File: src/rtl/wb_pkg.sv
// wb_pkg: shared writeback-control bit indices, register-zero constant and arbiter FSM encoding
package wb_pkg;
  localparam int WB_REGWRITE = 1;
  localparam int WB_MEMTOREG = 0;
  localparam logic [4:0] REG_ZERO = 5'd0;
  typedef enum logic [1:0] {IDLE = 2'd0, PEND = 2'd1, STALL = 2'd2} state_t;
endpackage

File: src/rtl/wb_port_arbiter_if.sv
// wb_port_arbiter_if: MEM/WB, long-unit, register-file and hazard signals around the write-port arbiter (slave = arbiter side)
interface wb_port_arbiter_if;
  logic [1:0]  WB_WB;
  logic [31:0] WB_DM_out;
  logic [31:0] WB_ALU_out;
  logic [4:0]  WB_writeReg;
  logic        lu_valid;
  logic [31:0] lu_data;
  logic [4:0]  lu_reg;
  logic        lu_ready;
  logic        rf_we;
  logic [4:0]  rf_waddr;
  logic [31:0] rf_wdata;
  logic        stall_req;
  logic [4:0]  id_rs;
  logic [4:0]  id_rt;
  logic        pend_rs;
  logic        pend_rt;
  modport slave (
    input  WB_WB, WB_DM_out, WB_ALU_out, WB_writeReg, lu_valid, lu_data, lu_reg, id_rs, id_rt,
    output lu_ready, rf_we, rf_waddr, rf_wdata, stall_req, pend_rs, pend_rt
  );
  modport master (
    output WB_WB, WB_DM_out, WB_ALU_out, WB_writeReg, lu_valid, lu_data, lu_reg, id_rs, id_rt,
    input  lu_ready, rf_we, rf_waddr, rf_wdata, stall_req, pend_rs, pend_rt
  );
endinterface

File: src/rtl/wb_fifo.sv
// wb_fifo: sync FIFO of {reg[4:0], data[31:0]} with count/full/empty, active-low sync rst, and two parallel register-match queries
module wb_fifo import wb_pkg::*; #(
  parameter int DEPTH = 4,
  localparam int AW = $clog2(DEPTH)
) (
  input  logic          clk,
  input  logic          rst,
  input  logic          push,
  input  logic          pop,
  input  logic [36:0]   wdata,
  output logic [36:0]   rdata,
  output logic [AW:0]   count,
  output logic          full,
  output logic          empty,
  input  logic [4:0]    q0,
  input  logic [4:0]    q1,
  output logic          m0,
  output logic          m1
);
  logic [36:0]      mem_q [DEPTH];
  logic [AW-1:0]    wr_q, wr_d, rd_q, rd_d;
  logic [AW:0]      count_q, count_d;
  logic [DEPTH-1:0] valid_q, valid_d;
  always_comb begin
    wr_d = push ? wr_q + 1'b1 : wr_q;
    rd_d = pop ? rd_q + 1'b1 : rd_q;
    count_d = count_q + (AW+1)'(push) - (AW+1)'(pop);
    valid_d = valid_q;
    if (pop) valid_d[rd_q] = 1'b0;
    if (push) valid_d[wr_q] = 1'b1;
  end
  always_ff @(posedge clk) begin
    if (!rst) begin
      wr_q <= '0;
      rd_q <= '0;
      count_q <= '0;
      valid_q <= '0;
    end else begin
      wr_q <= wr_d;
      rd_q <= rd_d;
      count_q <= count_d;
      valid_q <= valid_d;
    end
  end
  always_ff @(posedge clk) if (push) mem_q[wr_q] <= wdata;
  // per-slot valid bits let the hazard match ignore stale storage without pointer arithmetic
  always_comb begin
    m0 = 1'b0;
    m1 = 1'b0;
    for (int i = 0; i < DEPTH; i++) begin
      m0 = m0 | (valid_q[i] && mem_q[i][36:32] == q0 && q0 != REG_ZERO);
      m1 = m1 | (valid_q[i] && mem_q[i][36:32] == q1 && q1 != REG_ZERO);
    end
  end
  assign rdata = mem_q[rd_q];
  assign count = count_q;
  assign full  = count_q == (AW+1)'(DEPTH);
  assign empty = count_q == '0;
endmodule

File: src/rtl/wb_port_arbiter.sv
// wb_port_arbiter: shares the RF write port between MEM/WB (priority) and queued long-unit results; clk, active-low sync rst, bus = slave modport
module wb_port_arbiter import wb_pkg::*; #(
  parameter int DEPTH = 4,
  parameter int STARVE_MAX = 8
) (
  input logic clk,
  input logic rst,
  wb_port_arbiter_if.slave bus
);
  localparam int CW = $clog2(DEPTH) + 1;
  localparam int SW = $clog2(STARVE_MAX + 1);
  logic [36:0]   head;
  logic [CW-1:0] count, cnt_nxt;
  logic          full, empty, pipe_we, pop, keep;
  logic [SW-1:0] starve_q, starve_d;
  state_t        state_q, state_d;
  assign pipe_we = bus.WB_WB[WB_REGWRITE] && bus.WB_writeReg != REG_ZERO;
  assign pop = !pipe_we && !empty;
  // writes to r0 are acknowledged but never stored
  assign keep = bus.lu_valid && !full && bus.lu_reg != REG_ZERO;
  assign cnt_nxt = count + CW'(keep) - CW'(pop);
  wb_fifo #(.DEPTH(DEPTH)) u_fifo (
    .clk   (clk),
    .rst   (rst),
    .push  (keep),
    .pop   (pop),
    .wdata ({bus.lu_reg, bus.lu_data}),
    .rdata (head),
    .count (count),
    .full  (full),
    .empty (empty),
    .q0    (bus.id_rs),
    .q1    (bus.id_rt),
    .m0    (bus.pend_rs),
    .m1    (bus.pend_rt)
  );
  assign bus.lu_ready = !full;
  assign bus.rf_we    = rst && (pipe_we || pop);
  assign bus.rf_waddr = pipe_we ? bus.WB_writeReg : head[36:32];
  assign bus.rf_wdata = pipe_we ? (bus.WB_WB[WB_MEMTOREG] ? bus.WB_DM_out : bus.WB_ALU_out) : head[31:0];
  assign bus.stall_req = state_q == STALL;
  always_comb begin
    starve_d = (pop || empty) ? '0 : (starve_q == SW'(STARVE_MAX) ? starve_q : starve_q + 1'b1);
    state_d = state_q;
    case (state_q)
      IDLE:    state_d = keep ? PEND : IDLE;
      PEND:    state_d = cnt_nxt == '0 ? IDLE : (!pop && starve_q == SW'(STARVE_MAX - 1)) ? STALL : PEND;
      STALL:   state_d = !pop ? STALL : cnt_nxt != '0 ? PEND : IDLE;
      default: state_d = IDLE;
    endcase
  end
  always_ff @(posedge clk) begin
    if (!rst) begin
      state_q <= IDLE;
      starve_q <= '0;
    end else begin
      state_q <= state_d;
      starve_q <= starve_d;
    end
  end
endmodule
File: src/flat_wrapper.sv
// flat-port wrapper written by rule: the top's interface ports become plain ports
module wb_port_arbiter_flat import wb_pkg::*;
#(
  parameter int DEPTH = 4,
  parameter int STARVE_MAX = 8
)
  (clk, rst, bus_WB_WB, bus_WB_DM_out, bus_WB_ALU_out, bus_WB_writeReg, bus_lu_valid, bus_lu_data, bus_lu_reg, bus_id_rs, bus_id_rt, bus_lu_ready, bus_rf_we, bus_rf_waddr, bus_rf_wdata, bus_stall_req, bus_pend_rs, bus_pend_rt);
  wb_port_arbiter_if bus_i ();
  input logic clk;
  input logic rst;
  input wire logic [$bits(bus_i.WB_WB)-1:0] bus_WB_WB;
  input wire logic [$bits(bus_i.WB_DM_out)-1:0] bus_WB_DM_out;
  input wire logic [$bits(bus_i.WB_ALU_out)-1:0] bus_WB_ALU_out;
  input wire logic [$bits(bus_i.WB_writeReg)-1:0] bus_WB_writeReg;
  input wire logic [$bits(bus_i.lu_valid)-1:0] bus_lu_valid;
  input wire logic [$bits(bus_i.lu_data)-1:0] bus_lu_data;
  input wire logic [$bits(bus_i.lu_reg)-1:0] bus_lu_reg;
  input wire logic [$bits(bus_i.id_rs)-1:0] bus_id_rs;
  input wire logic [$bits(bus_i.id_rt)-1:0] bus_id_rt;
  output wire logic [$bits(bus_i.lu_ready)-1:0] bus_lu_ready;
  output wire logic [$bits(bus_i.rf_we)-1:0] bus_rf_we;
  output wire logic [$bits(bus_i.rf_waddr)-1:0] bus_rf_waddr;
  output wire logic [$bits(bus_i.rf_wdata)-1:0] bus_rf_wdata;
  output wire logic [$bits(bus_i.stall_req)-1:0] bus_stall_req;
  output wire logic [$bits(bus_i.pend_rs)-1:0] bus_pend_rs;
  output wire logic [$bits(bus_i.pend_rt)-1:0] bus_pend_rt;
  assign bus_i.WB_WB = bus_WB_WB;
  assign bus_i.WB_DM_out = bus_WB_DM_out;
  assign bus_i.WB_ALU_out = bus_WB_ALU_out;
  assign bus_i.WB_writeReg = bus_WB_writeReg;
  assign bus_i.lu_valid = bus_lu_valid;
  assign bus_i.lu_data = bus_lu_data;
  assign bus_i.lu_reg = bus_lu_reg;
  assign bus_i.id_rs = bus_id_rs;
  assign bus_i.id_rt = bus_id_rt;
  assign bus_lu_ready = bus_i.lu_ready;
  assign bus_rf_we = bus_i.rf_we;
  assign bus_rf_waddr = bus_i.rf_waddr;
  assign bus_rf_wdata = bus_i.rf_wdata;
  assign bus_stall_req = bus_i.stall_req;
  assign bus_pend_rs = bus_i.pend_rs;
  assign bus_pend_rt = bus_i.pend_rt;
  wb_port_arbiter #(.DEPTH(DEPTH), .STARVE_MAX(STARVE_MAX)) u_core (.clk(clk), .rst(rst), .bus(bus_i));
endmodule
File: config.mk
export PLATFORM = sky130hd
export DESIGN_NAME = wb_port_arbiter_flat
export DESIGN_NICKNAME = d
export VERILOG_FILES = /design/src/rtl/wb_pkg.sv /design/src/rtl/wb_port_arbiter_if.sv /design/src/rtl/wb_fifo.sv /design/src/rtl/wb_port_arbiter.sv /design/src/flat_wrapper.sv
export SDC_FILE = /design/constraint.sdc
export NUM_CORES = 1
export LEC_CHECK = 0
export BUFFER_PORTS_ARGS = -buffer_cell sky130_fd_sc_hd__buf_4
export CORE_AREA = 5 5 167 169
export DETAILED_ROUTE_END_ITERATION = 7
export DIE_AREA = 0 0 172 174
export GPL_TIMING_DRIVEN = 0
export SETUP_SLACK_MARGIN = 0.4
export SYNTH_ARGS = -nofsm -noshare
export SYNTH_HDL_FRONTEND = slang
export SYNTH_HIERARCHICAL = 1
export SYNTH_SLANG_ARGS = --single-unit
File: constraint.sdc
create_clock -name clk -period 3.81 [get_ports clk]
set_clock_uncertainty 0.1 [all_clocks]
set_input_delay 0.1905 -clock clk [delete_from_list [all_inputs] [get_ports clk]]
set_output_delay 0.1905 -clock clk [all_outputs]
set_load 0.02 [all_outputs]
==> impl_metrics.csv <==
group,metric,value,unit
worst_setup_path,path_max_fanout,9,
sta,drv_slew,0,
logic_synthesis,ys_seq_elements,167,
logic_synthesis,async_flop_share,0,%
sta,setup_viol,0,
global_route,grt_use_met2,21.2,%
power,p_clk_share,29.9,%
route,viasPerCell,4.55,
power,pwr-share-seq,41.1,%
cts,numCtsBuffers,17,
cells_and_area,nets,845,
cts,clock_path_buffers,2,
power,irDropWorstVdd,286,uV
power,pwr-share-comb,29.0,%
global_route,top_usage_layer,"met2",
sta,fin_tns_setup,0,ns
cts,root_buffer,"clkbuf_16",
floorplanning,pin_count,163,
power,internal_power,3.92,mW
sta,worst_pin_slew,0.898,ns
logic_synthesis,ys_types,40,
cts,cts_htree_levels,4,
power,p_per_area,544,mW/mm2
outcome,run_status,"completed",
flow_run,maxCapViolCount,0,
cts,post_cts_buffers,0,
global_route,antenna_found_initial,0,
power,sw_frac_of_total,30.3,%
logic_synthesis,yosys-top-cells-area,"edfxtp_1 (57%), mux4_2 (11%), dfxtp_1 (4.9%)",
sta,fmax,0.313,GHz
place,place_congestion,0.794,
logic_synthesis,synth_most_common_cell,"edfxtp_1",
place,io_buffers,150,
global_route,use_met1,16.7,%
logic_synthesis,synth.top_cells.by_count,"edfxtp_1 (148), nand2_1 (49), mux4_2 (37)",
floorplanning,coreArea,0.0264,mm2
logic_synthesis,syn-num-nets,634,
logic_synthesis,synth.avg_cell_area,15.6,um2
route,drt_pass1_iterations,4,
global_route,grt_pass1_vias,5077,
logic_synthesis,synth_edf_count,148,
route,num_vias,4838,
power,p_leak,3.89,nW
global_route,grtUsageMet3,2.91,%
logic_synthesis,ys_warn_count,6,
cts,cts-resized-gates,0,
logic_synthesis,syn-cell-area,0.00774,mm2
sta,rsz0062_at_grt,"false",
floorplanning,start_util,29.3,%
worst_setup_path,path_class,"primary input to register",
floorplanning,fp.dieW,172,um
cells_and_area,drive_gt1_share,35.7,%
sta,layout_min_cycle_time,3.19,ns
worst_setup_path,crit_arrival,3.42,ns
global_route,grt.overflow.total,0,
route,ant_nets,0,
sta,slew_headroom,40.1,%
cts,cts.sinks,167,
logic_synthesis,syn_inst,498,
power,totalPowerFinal,5.63,mW
global_route,grt_first_pass_wirelength,28900,um
worst_setup_path,critPathLaunchType,"primary input",
route,wire_per_inst,17.9,um
cells_and_area,fillers,2474,
cts,clk_latency,0.43,ns
floorplanning,die_h,174,um
global_route,grt_usage,12.7,%
cts,hold_buffers,38,
route,route.detailed.drc,0,
cells_and_area,n_antenna_cell,0,
logic_synthesis,yosys.area.top_type,"edfxtp_1",
worst_setup_path,end_kind,"register",
global_route,grt_max_degree,29,
cts,clk_pin_slew_worst_paths,0.07,ns
floorplanning,rows,60,
logic_synthesis,synth.top_cell.area_share,57.4,%
route,wirelength,19000,um
logic_synthesis,yosysSeqAreaShare,62.3,%
sta,post-route-period-util,83.9,%
worst_setup_path,required,4.03,ns
sta,hold_viol,0,
logic_synthesis,synthFlopType,"edfxtp_1",
floorplanning,die_area,0.0299,mm2
place,post-dp-hpwl,13500,um
worst_hold_path,hp-class,"primary input to register",
route,drtIter0Drc,246,
cells_and_area,syn_to_final_growth,33.6,%
cts,cts_tree,"built",
power,switchingPower,1.70,mW
-- flip-flops by register name (all words and copies together) (netlist names), named ones only --
name                   count
u_core/u_fifo/count        3
u_core/u_fifo/valid_q      4
u_core/state_q             2
u_core/starve_q            4
u_core/u_fifo/mem_q      148
u_core/u_fifo/wr_q         2
u_core/u_fifo/rd_q         2
-- path summary, 6_finish.rpt --
kind / from / end / slack, ns / cells after the start
hold / removal: bus_WB_writeReg[0] / u_core/state_q[1] / 0.18 / 3
setup reg to reg: u_core/u_fifo/count[1] / u_core/state_q[1] / 0.76 / 9
setup / recovery: bus_lu_reg[1] / u_core/state_q[1] / 0.62 / 10
hold reg to reg: u_core/starve_q[2] / u_core/starve_q[2] / 0.43 / 2
-- area by class of cell --
class,count,area [um2],area share [%]
buffer,31,230,2.22
clock inverter,14,158,1.52
inverter,12,45.0,0.435
sequential,167,4820,46.6
clock buffer,18,429,4.15
tap,341,427,4.12
multi-input combinational,288,2650,25.6
timing repair buffer,192,1590,15.3
-- power by group through the flow --
stage	combinational (mW)	clock [mW]	sequential [mW]
2_1_floorplan	1.08	0	2.34
3_3_place_gp	1.59	0	2.37
3_5_place_dp	1.63	0	2.36
4_1_cts	1.67	1.74	2.32
5_1_grt	1.79	1.82	2.34
6_report	1.63	1.68	2.31
-- worst max-delay path, stage by stage --
cell and delay (ns):
dlygate4sd3_1 0.54, buf_4 0.15, or3_1 0.43, o311a_1 0.44, ha_1 0.27, fa_1 0.39
xnor3_1 0.35, nor3_1 0.29, nor4b_1 0.11, o221a_2 0.25
-- through the flow --
stage                     std cells  cell area [um2]  hold slack (ns)  utilization, %  worst slack (ns)
after floorplan                 498             7740            0.189               -             0.980
after global placement          989             9300            0.295            35.2             0.454
after detailed placement        993             9380            0.296            35.5             0.659
after CTS                      1063            10300            0.169            39.2             0.596
after global routing           1063            10300            0.181            39.2             0.492
final                          1063            10300            0.179            39.2             0.615
-- placed cells by master (no fill, tap or decap), types with 13 or more instances in the layout --
| master | netlist | final |
|---|---|---|
| dlygate4sd3_1 | 0 | 38 |
| mux4_2 | 37 | 37 |
| clkbuf_16 | 0 | 17 |
| o21ai_0 | 33 | 33 |
| buf_4 | 0 | 150 |
| dfxtp_1 | 19 | 19 |
| ha_1 | 13 | 13 |
| xor2_1 | 36 | 36 |
| mux2i_1 | 35 | 35 |
| edfxtp_1 | 148 | 148 |
| nand2_1 | 49 | 49 |
| buf_6 | 13 | 13 |
-- per-layer routing --
layer	part of all wire, %	wire [um]	vias up
met1	44	8290	2392
met3	5.9	1130	16
li1	-	-	2308
met5	0	0	-
met4	1.0	197	0
met2	49	9380	122
-- cell families after synthesis --
logic type      count (synthesis)  share of synthesized area (%)
fa+ha+maj                      15                           2.62
compound gates                 51                           4.05
simple gates                  102                           6.59
buf+inv                        43                           3.55
mux                            72                           15.3
xor+xnor                       48                           5.61
flops                         167                           62.3
Note: power is estimated with default switching activity, not from simulation.
